$ cat config.mk
export PLATFORM = sky130hd
export DESIGN_NAME = butterfly_unit
export DESIGN_NICKNAME = d
export VERILOG_FILES = /design/src/rtl/butterfly_unit_pkg.sv /design/src/rtl/butterfly_unit_cmul_core.sv /design/src/rtl/butterfly_unit.sv
export SDC_FILE = /design/constraint.sdc
export NUM_CORES = 2
export LEC_CHECK = 0
export ABC_AREA = 1
export BUFFER_PORTS_ARGS = -buffer_cell sky130_fd_sc_hd__buf_2
export CELL_PAD_IN_SITES_DETAIL_PLACEMENT = 1
export CELL_PAD_IN_SITES_GLOBAL_PLACEMENT = 1
export CORE_ASPECT_RATIO = 1.1
export CORE_UTILIZATION = 49
export DETAILED_ROUTE_END_ITERATION = 12
export GPL_ROUTABILITY_DRIVEN = 0
export PLACE_DENSITY_LB_ADDON = 0.1
export SETUP_SLACK_MARGIN = 0.5
export SYNTH_ARGS = -nofsm -noshare
export SYNTH_HDL_FRONTEND = slang
export SYNTH_SLANG_ARGS = --single-unit
$ cat constraint.sdc
create_clock -name clk -period 10 [get_ports clk]
set_input_delay 0.5 -clock clk [delete_from_list [all_inputs] [get_ports clk]]
set_output_delay 0.5 -clock clk [all_outputs]
set_load 0.05 [all_outputs]
$ cat src/rtl/butterfly_unit_pkg.sv
// Shared constants for the FFT datapath: default word format and pipeline depth.
package butterfly_unit_pkg;

    localparam int N_DEFAULT = 16;
    localparam int Q_DEFAULT = 8;
    localparam int LATENCY   = 3;

endpackage

$ cat src/rtl/butterfly_unit_cmul_core.sv
// Registered complex multiplier: S1 captures operands, S2 holds the four real
// sign-magnitude products of b and w alongside the delayed a operand.
module cmul_core
    import butterfly_unit_pkg::*;
#(
    parameter int N = N_DEFAULT,
    parameter int Q = Q_DEFAULT
) (
    input  logic         clk,
    input  logic         rst,
    input  logic         en,
    input  logic         in_valid,
    input  logic [N-1:0] a_re,
    input  logic [N-1:0] a_im,
    input  logic [N-1:0] b_re,
    input  logic [N-1:0] b_im,
    input  logic [N-1:0] w_re,
    input  logic [N-1:0] w_im,
    output logic         out_valid,
    output logic [N-1:0] a_re_d,
    output logic [N-1:0] a_im_d,
    output logic [N-1:0] p_rr,
    output logic [N-1:0] p_ii,
    output logic [N-1:0] p_ri,
    output logic [N-1:0] p_ir
);

    logic         v1;
    logic [N-1:0] a1_re, a1_im, b1_re, b1_im, w1_re, w1_im;

    // Truncates toward zero; the most-negative input keeps magnitude 2^(N-1).
    function automatic logic [N-1:0] prod(input logic [N-1:0] s, input logic [N-1:0] t);
        logic [N-1:0]   ms;
        logic [N-1:0]   mt;
        logic [2*N-1:0] full;
        logic [N-1:0]   trunc;
        // NOTE: function locals are combinational temporaries, so blocking '=' is correct here.
        ms    = s[N-1] ? -s : s;
        mt    = t[N-1] ? -t : t;
        full  = {{N{1'b0}}, ms} * {{N{1'b0}}, mt};
        trunc = N'(full >> Q);
        return (s[N-1] ^ t[N-1]) ? -trunc : trunc;
    endfunction

    // NOTE: data registers are cleared on reset as well as valids, so outputs read zero while idle.
    always_ff @(posedge clk or posedge rst) begin
        if (rst) begin
            v1        <= 1'b0;
            a1_re     <= '0;
            a1_im     <= '0;
            b1_re     <= '0;
            b1_im     <= '0;
            w1_re     <= '0;
            w1_im     <= '0;
            out_valid <= 1'b0;
            a_re_d    <= '0;
            a_im_d    <= '0;
            p_rr      <= '0;
            p_ii      <= '0;
            p_ri      <= '0;
            p_ir      <= '0;
        end else if (en) begin
            v1        <= in_valid;
            a1_re     <= a_re;
            a1_im     <= a_im;
            b1_re     <= b_re;
            b1_im     <= b_im;
            w1_re     <= w_re;
            w1_im     <= w_im;
            out_valid <= v1;
            a_re_d    <= a1_re;
            a_im_d    <= a1_im;
            p_rr      <= prod(b1_re, w1_re);
            p_ii      <= prod(b1_im, w1_im);
            p_ri      <= prod(b1_re, w1_im);
            p_ir      <= prod(b1_im, w1_re);
        end
    end

endmodule

$ cat src/rtl/butterfly_unit.sv
// Radix-2 DIT butterfly: x = a + b*w, y = a - b*w, optional divide-by-two,
// three-stage pipeline with a single stall enable driven by out_ready.
module butterfly_unit
    import butterfly_unit_pkg::*;
#(
    parameter int N     = N_DEFAULT,
    parameter int Q     = Q_DEFAULT,
    parameter int SCALE = 1
) (
    input  logic         clk,
    input  logic         rst,
    input  logic [N-1:0] a_re,
    input  logic [N-1:0] a_im,
    input  logic [N-1:0] b_re,
    input  logic [N-1:0] b_im,
    input  logic [N-1:0] w_re,
    input  logic [N-1:0] w_im,
    input  logic         in_valid,
    output logic         in_ready,
    output logic [N-1:0] x_re,
    output logic [N-1:0] x_im,
    output logic [N-1:0] y_re,
    output logic [N-1:0] y_im,
    output logic         out_valid,
    input  logic         out_ready,
    output logic         out_ovf
);

    logic                en;
    logic                v2;
    logic [N-1:0]        a_re_d, a_im_d, p_rr, p_ii, p_ri, p_ir;
    logic signed [N:0]   bw_re, bw_im;
    logic signed [N+1:0] xf_re, xf_im, yf_re, yf_im;
    logic signed [N+1:0] xs_re, xs_im, ys_re, ys_im;

    // Whole pipeline advances together; bubbles are kept, never squeezed out.
    assign en       = !out_valid || out_ready;
    assign in_ready = en;

    cmul_core #(.N(N), .Q(Q)) u_cmul (
        .clk       (clk),
        .rst       (rst),
        .en        (en),
        .in_valid  (in_valid),
        .a_re      (a_re),
        .a_im      (a_im),
        .b_re      (b_re),
        .b_im      (b_im),
        .w_re      (w_re),
        .w_im      (w_im),
        .out_valid (v2),
        .a_re_d    (a_re_d),
        .a_im_d    (a_im_d),
        .p_rr      (p_rr),
        .p_ii      (p_ii),
        .p_ri      (p_ri),
        .p_ir      (p_ir)
    );

    function automatic logic signed [N+1:0] scale_fn(input logic signed [N+1:0] v);
        return (SCALE != 0) ? (v >>> 1) : v;
    endfunction

    // In range iff the value equals the sign extension of its low N bits.
    function automatic logic fits(input logic [N+1:0] v);
        return v == {{2{v[N-1]}}, v[N-1:0]};
    endfunction

    assign bw_re = {p_rr[N-1], p_rr} - {p_ii[N-1], p_ii};
    assign bw_im = {p_ri[N-1], p_ri} + {p_ir[N-1], p_ir};
    assign xf_re = {{2{a_re_d[N-1]}}, a_re_d} + {bw_re[N], bw_re};
    assign xf_im = {{2{a_im_d[N-1]}}, a_im_d} + {bw_im[N], bw_im};
    assign yf_re = {{2{a_re_d[N-1]}}, a_re_d} - {bw_re[N], bw_re};
    assign yf_im = {{2{a_im_d[N-1]}}, a_im_d} - {bw_im[N], bw_im};
    assign xs_re = scale_fn(xf_re);
    assign xs_im = scale_fn(xf_im);
    assign ys_re = scale_fn(yf_re);
    assign ys_im = scale_fn(yf_im);

    always_ff @(posedge clk or posedge rst) begin
        if (rst) begin
            out_valid <= 1'b0;
            out_ovf   <= 1'b0;
            x_re      <= '0;
            x_im      <= '0;
            y_re      <= '0;
            y_im      <= '0;
        end else if (en) begin
            out_valid <= v2;
            x_re      <= xs_re[N-1:0];
            x_im      <= xs_im[N-1:0];
            y_re      <= ys_re[N-1:0];
            y_im      <= ys_im[N-1:0];
            out_ovf   <= !(fits(xs_re) && fits(xs_im) && fits(ys_re) && fits(ys_im));
        end
    end

endmodule

## Yosys cells after proc, flatten, opt, wreduce, memory -nomap -nowiden

Index checks and enable logic that the tools add are counted.

| storage, ports and cells | value |
|---|---|
| logic and storage cells | 60 |
| input port bits | 100 |
| flip-flop bits (word level) | 260 |
| output and inout port bits | 67 |

| operators by class | value |
|---|---|
| reduce and logical (&&, ||, !) cells | 6 |
| bitwise gates (word level) | 4 |
| multiply operators | 4 |
| mux-type cells | 8 |
| eq/ne operators | 4 |
| add/subtract/negate cells | 14 |

Operators with widths:

| cell | number |
|---|---|
| 16-bit 2-to-1 mux | 8 |
| 16-bit negator | 8 |
| 16-bit by 16-bit multiplier with 24-bit output | 4 |
| 16-bit by 17-bit adder with 18-bit output | 2 |
| 16-bit by 17-bit subtractor with 18-bit output | 2 |
| 16-bit by 16-bit adder with 17-bit output | 1 |
| 16-bit by 16-bit subtractor with 17-bit output | 1 |
| 2-bit equality test | 4 |
| 1-bit bitwise XOR | 4 |
| 1-bit logical AND | 3 |
| 1-bit zero test | 2 |
| 1-bit logical OR | 1 |

## Longest topological paths before layout

| depth | value |
|---|---|
| depth in word-level cells | 7 |
| mapped depth | 42 |
| mapped depth without buffers | 39 |

## By module

Synthesis repeated with hierarchy kept, for this count alone.

| second synthesis, totals | value |
|---|---|
| cell total of the unflattened synthesis | 6,455 |
| area, all modules | 46,886.2 µm² |

Modules (own cells, without submodules):

| module | seq. area each (µm²) | area an instance (µm²) | times used | cells an instance |
|---|---|---|---|---|
| cmul_core | 4,854.7 | 39,121.3 | 1 | 5,296 |
| butterfly_unit | 1,651.6 | 7,764.9 | 1 | 1,159 |

## Worst setup path before layout

No wires, ideal clock.

| path | value |
|---|---|
| path type | register to register |
| start | register u_cmul.b1_re[0] |
| end | register u_cmul.p_rr[15] |
| arrival | 7,279 ps |
| required time | 9,883 ps |
| cell stages (with the launch flop) | 41 |
| path buffers | 4 |
| path slack | 2,603 ps |
| setup time | 117 ps |
| period minus slack after synthesis | 7,397 ps |
| cells stage by stage | dfrtp_1 -> buf_2 -> inv_1 -> clkbuf_1 -> ha_1 -> inv_1 -> nor3_2 -> nand3_1 -> nand2_1 -> nand2_1 -> nand2_1 -> clkbuf_1 -> buf_1 -> nand2_1 -> fa_1 -> fa_1 -> fa_1 -> fa_1 -> [5 not listed] -> ha_1 -> nand2_1 -> nor2_1 -> nand4_1 -> inv_1 -> nand4_1 -> nand2_1 -> nand2_1 -> nand2_2 -> nand3_1 -> nor2_1 -> nand3_2 -> nand2_2 -> nand2_1 -> nor2_1 -> nand2_1 -> nand3_1 -> nand2_1 |

| on the way | value |
|---|---|
| word-level cells in the longest chain between the ends | 5 |

RTL lines:

| element | RTL line | RTL |
|---|---|---|
| from (decl) | butterfly_unit_cmul_core.sv:29 | `logic [N-1:0] a1_re, a1_im, b1_re, b1_im, w1_re, w1_im;` |
| from (signal assigned) | butterfly_unit_cmul_core.sv:66 | `b1_re <= b_re;` |
| 16-bit negator | butterfly_unit_cmul_core.sv:38 | `ms = s[N-1] ? -s : s;` |
| 16-bit 2-to-1 mux (*) | butterfly_unit_cmul_core.sv:38 |  |
| 16-bit by 16-bit multiplier with 24-bit output (*) | butterfly_unit_cmul_core.sv:40 | `full = {{N{1'b0}}, ms} * {{N{1'b0}}, mt};` |
| 16-bit negator | butterfly_unit_cmul_core.sv:42 | `return (s[N-1] ^ t[N-1]) ? -trunc : trunc;` |
| 16-bit 2-to-1 mux (*) | butterfly_unit_cmul_core.sv:42 |  |
| to (signal assigned) | butterfly_unit_cmul_core.sv:73 | `p_rr <= prod(b1_re, w1_re);` |
| to (decl) | butterfly_unit_cmul_core.sv:22 | `output logic [N-1:0] p_rr,` |

Mark *: on every way between the ends. The rest lies on a longest branch, timed or not.
A chain may end at the register's enable or synchronous reset.

## Final worst setup path

| path | value |
|---|---|
| start | register u_cmul.b1_im[0] |
| end | register u_cmul.p_ii[5] |

| on the way | value |
|---|---|
| word-level cells in the longest chain between the ends | 5 |

RTL lines:

| element | RTL line | RTL |
|---|---|---|
| from (decl) | butterfly_unit_cmul_core.sv:29 |  |
| from (signal assigned) | butterfly_unit_cmul_core.sv:67 | `b1_im <= b_im;` |
| 16-bit negator | butterfly_unit_cmul_core.sv:38 |  |
| 16-bit 2-to-1 mux (*) | butterfly_unit_cmul_core.sv:38 |  |
| 16-bit by 16-bit multiplier with 24-bit output (*) | butterfly_unit_cmul_core.sv:40 |  |
| 16-bit negator | butterfly_unit_cmul_core.sv:42 |  |
| 16-bit 2-to-1 mux (*) | butterfly_unit_cmul_core.sv:42 |  |
| to (signal assigned) | butterfly_unit_cmul_core.sv:74 | `p_ii <= prod(b1_im, w1_im);` |
| to (decl) | butterfly_unit_cmul_core.sv:23 | `output logic [N-1:0] p_ii,` |

Marks and branches as above.

==> results by stage <==
Drt:
- The wire length on met2 is around 75,000 µm.
- The first routing iteration left between 2,000 and 2,500 violations.
- For this block, wires on met1 add up to 63,040 µm.
- The uppermost metal layer occupied by signal nets is met5.
- In the routed design, unresolved DRC markers number 0.
- The total detailed-routing wirelength is ~160,000 µm.
- The first-pass iteration count of the detailed router is 5.
- After detailed routing, the met3 layer carries about 10,000 µm of wire.
- The total vias in the final route is 40,840.
- The detail-routed net length per standard cell is approximately 21 µm.
- The number of vias per cell after detailed routing is ~5.4.
- Once detail routing completed, the nets flagged for antenna violations numbered 0.

Floorplanning:
- The die height is about 320 µm.
- The floorplan step defined a die boundary enclosing about 0.095 mm².
- The floorplan has around 120 rows.
- The x dimension of the die is 293.2 µm.
- During I/O placement, the number of pins put on the boundary was ~170.
- The floorplan step defined a core boundary enclosing 0.09252 mm².
- The starting density of the core is 49.41%.

Worst setup path:
- The worst path required time is approximately 10,000 ps.
- The worst register-to-register path has a depth of 30.
- In this run the critical register-to-register path is launched from u_cmul.b1_im[0].
- The slowest stage of the critical path belongs to the cell sky130_fd_sc_hd__dfrtp_1.
- The critical path startpoint category is a flip-flop.
- The critical path buffer and inverter count is 7.
- The worst reg2reg path endpoint is u_cmul.p_ii[5].
- The critical path in this run is classified as flip-flop to flip-flop.
- Along the worst path, the maximum fanout reaches 17.
- The cell family with the largest share of critical-path delay is adder cells.
- The slack of the worst reg-to-reg path is about 1200 ps.
- The most repeated library cell on the critical path is sky130_fd_sc_hd__fa_1.
- The biggest cell delay along the critical path is 850 ps.
- The worst setup path is captured at a flip-flop.
- The arrival time reported for the critical path endpoint is just over 9000 ps.

Synth:
- The area fraction of the dominant cell type after synthesis is 29.52%.
- After synthesis, flip-flops and latches occupy between 10% and 20% of the total area.
- The total nets after synthesis is around 7,300.
- In the post-synthesis netlist, the biggest area contributors are sky130_fd_sc_hd__fa_1 (30%), sky130_fd_sc_hd__dfrtp_1 (14%), sky130_fd_sc_hd__nand2_1 (13%), sky130_fd_sc_hd__inv_1 (11%), sky130_fd_sc_hd__ha_1 (10%).
- In this run, synthesis produced a sequential element count of 260.
- The most common cell in the synthesized netlist is sky130_fd_sc_hd__nand2_1.
- In the synthesized netlist, the cells that appear most often are sky130_fd_sc_hd__nand2_1 (1,587), sky130_fd_sc_hd__inv_1 (1,359), sky130_fd_sc_hd__fa_1 (674).
- The number of warnings reported in the yosys synthesis log is 0.
- The mapped netlist covers 0.04572 mm².
- The prevailing post-synth register cell is sky130_fd_sc_hd__dfrtp_1.
- Synthesis produced about 6,000 cells.
- The cell taking the most area after synthesis is sky130_fd_sc_hd__fa_1.
- Averaged over all synthesized cells, the footprint is approximately 7.4 µm².
- The count of cell types in the netlist is ~60.
- The number of enable flip-flop cells after synthesis is 0.
- The proportion of register bits with asynchronous set or reset after synthesis is 100.0%.

STA:
- Setup repair after global routing left no endpoint under its margin.
- Dividing the final minimum period by the clock period gives 87.76%.
- The number of slew-limit violations in the final report was 0.
- The peak clock frequency supported by timing is 0.1139 GHz.
- After routing, the total negative slack on setup checks comes to 0 ps.
- Setup violations remaining at the end of the flow were counted as 0.
- The worst-case clock skew is between 30 and 40 ps.
- For the pin with the worst max-slew slack, the measured transition is 1202 ps.
- After layout, the minimum clock period comes to 8776 ps.
- Measured against its own limit, the worst slew margin works out to 19.69%.
- On the final layout, the worst hold slack is -9.659 ps.
- The final-report hold violation count was 3.

Global route:
- The global route total overflow is 0.
- The via count of the first global-routing pass is 44,310.
- The initial antenna violation count is 2.
- The first-pass GRT wire length is ~250,000 µm.
- The total global routing track utilization is 33.81%.
- The largest net degree at the start of global routing is around 170.

Hold path:
- The path class of the tightest hold or removal check is input pin to asynchronous set/reset pin.

CTS:
- In this run, post-CTS repair resized a total of 0 instances.
- Buffers inserted to repair hold after CTS numbered 0.
- The clock drives between 200 and 300 sinks.
- TritonCTS built the clock tree.
- The clock transition at the registers of the reported paths is around 60 ps.
- The clock passes through at most 3 buffers.
- The number of buffers added for setup after CTS is 0.
- The tree is rooted in a sky130_fd_sc_hd__clkbuf_16.
- The deepest level of the CTS H-tree is 2.
- The clock reaches the later pin of the worst-skew pair after about 630 ps.
- Counting the buffers created by CTS gives 37.

Layout:
- The proportion of layout cells with a drive suffix above 1 is between 7 and 8%.
- Relative to the synthesized area, the layout overhead comes to 8.038%.
- 0 antenna diodes ended up in the layout.
- The final cell utilization of the core is 53.38%.
- The final net count is 7,408.
- The area of all placed cells without fillers is ~0.049 mm².

Placed design:
- The HPWL after detailed placement is between 100,000 and 150,000 µm.
- Input and output buffers added on the ports amount to 166.
- Once placement finished, the instance area stood at 0.04811 mm².

Status:
- The checks that failed: hold timing.
- The flow ran to the end, but the final reports show violations.

Run:
- The max capacitance violation total is 0.
==> cell families (layout without fill, tap and decap cells) <==
kind of cell | after synthesis | in the layout | synth area share, %
adder cells (fa/ha/maj) | 1044 | 1044 | 39.64
flip-flops | 260 | 260 | 14.23
AO/OA/AOI/OAI | 603 | 603 | 7.332
buffers and inverters | 1593 | 1714 | 13.17
AND/OR/NAND/NOR | 2525 | 2525 | 22.72
XOR/XNOR | 146 | 146 | 2.904
==> worst max-delay path by stage <==
stage                            to  slack (ps)  depth (start not counted)             from
global route        u_cmul.p_ii[12]         730                         32  u_cmul.b1_im[0]
floorplan                   out_ovf        2340                          1              rst
detailed placement  u_cmul.p_ii[12]        1360                         32  u_cmul.b1_im[0]
CTS                 u_cmul.p_ii[12]        1310                         32  u_cmul.b1_im[0]
global placement     u_cmul.p_ii[5]        1460                         30  u_cmul.b1_im[0]
finish               u_cmul.p_ii[5]        1220                         30  u_cmul.b1_im[0]
==> layout make-up <==
cell class	instances	area, µm²
flip-flops and latches	260	6506
clock inverters	20	234.0
inverters	1380	5200
well taps	1249	1563
multi-input cells	4318	33240
fillers	11900	43130
repair buffers	267	1602
clock buffers	47	1045
==> worst register-to-register path, delay by kind of cell, from the launching register on <==
family	cells	cell delay [ps]
DFF	1	850
AOI/OAI and AO/OA	5	800
and+or+nand+nor	7	1060
adders and majority gates	8	3500
xor gates and xnor gates	3	1600
buffers and inverters	7	820
==> through the flow <==
step           setup slack (ps)  cells  hold slack [ps]
2_1_floorplan              2345   6171            440.0
3_3_place_gp               1457   7474            451.6
3_5_place_dp               1364   7474            462.3
4_1_cts                    1315   7541            14.41
5_1_grt                   729.8   7541            60.02
6_report                   1224   7541           -9.659
==> routing by layer <==
metal / up-vias / global-route usage [%]
met2: 1309 / 57.73
met1: 20490 / 42.06
li1: 18640 / -
met3: 395 / 5.126
met5: - / 0
met4: 2 / 15.81
==> placed cells by master, fill, tap and decap left out, types with 5 or more instances in the layout <==
master	count
sky130_fd_sc_hd__nand2_1	1585
sky130_fd_sc_hd__inv_1	1358
sky130_fd_sc_hd__fa_1	674
sky130_fd_sc_hd__nor2_1	506
sky130_fd_sc_hd__ha_1	370
sky130_fd_sc_hd__o21ai_0	280
sky130_fd_sc_hd__dfrtp_1	260
sky130_fd_sc_hd__nand3_1	217
sky130_fd_sc_hd__a21oi_1	194
sky130_fd_sc_hd__buf_2	166
sky130_fd_sc_hd__buf_4	100
sky130_fd_sc_hd__xor2_1	96
sky130_fd_sc_hd__nor3_1	45
sky130_fd_sc_hd__xnor2_1	40
sky130_fd_sc_hd__clkbuf_16	38
sky130_fd_sc_hd__nand2_2	36
sky130_fd_sc_hd__a31oi_1	32
sky130_fd_sc_hd__nand3b_1	31
sky130_fd_sc_hd__nand4_1	30
sky130_fd_sc_hd__or2_2	26
sky130_fd_sc_hd__o21bai_1	18
sky130_fd_sc_hd__o21ai_1	14
sky130_fd_sc_hd__inv_2	12
sky130_fd_sc_hd__a21o_1	11
sky130_fd_sc_hd__o31ai_1	9
sky130_fd_sc_hd__nor4_1	9
sky130_fd_sc_hd__xor2_2	9
sky130_fd_sc_hd__o211ai_1	7
sky130_fd_sc_hd__o2111ai_1	6
sky130_fd_sc_hd__clkinv_1	6
sky130_fd_sc_hd__nand3_2	6
sky130_fd_sc_hd__nor2_2	6
sky130_fd_sc_hd__clkbuf_8	6
sky130_fd_sc_hd__a221oi_1	5
sky130_fd_sc_hd__o21ai_2	5
sky130_fd_sc_hd__nor3_2	5
sky130_fd_sc_hd__clkinv_2	5
Power is not shown: default switching activity piles up to over one toggle a cycle in this logic, so the estimate is an artifact.
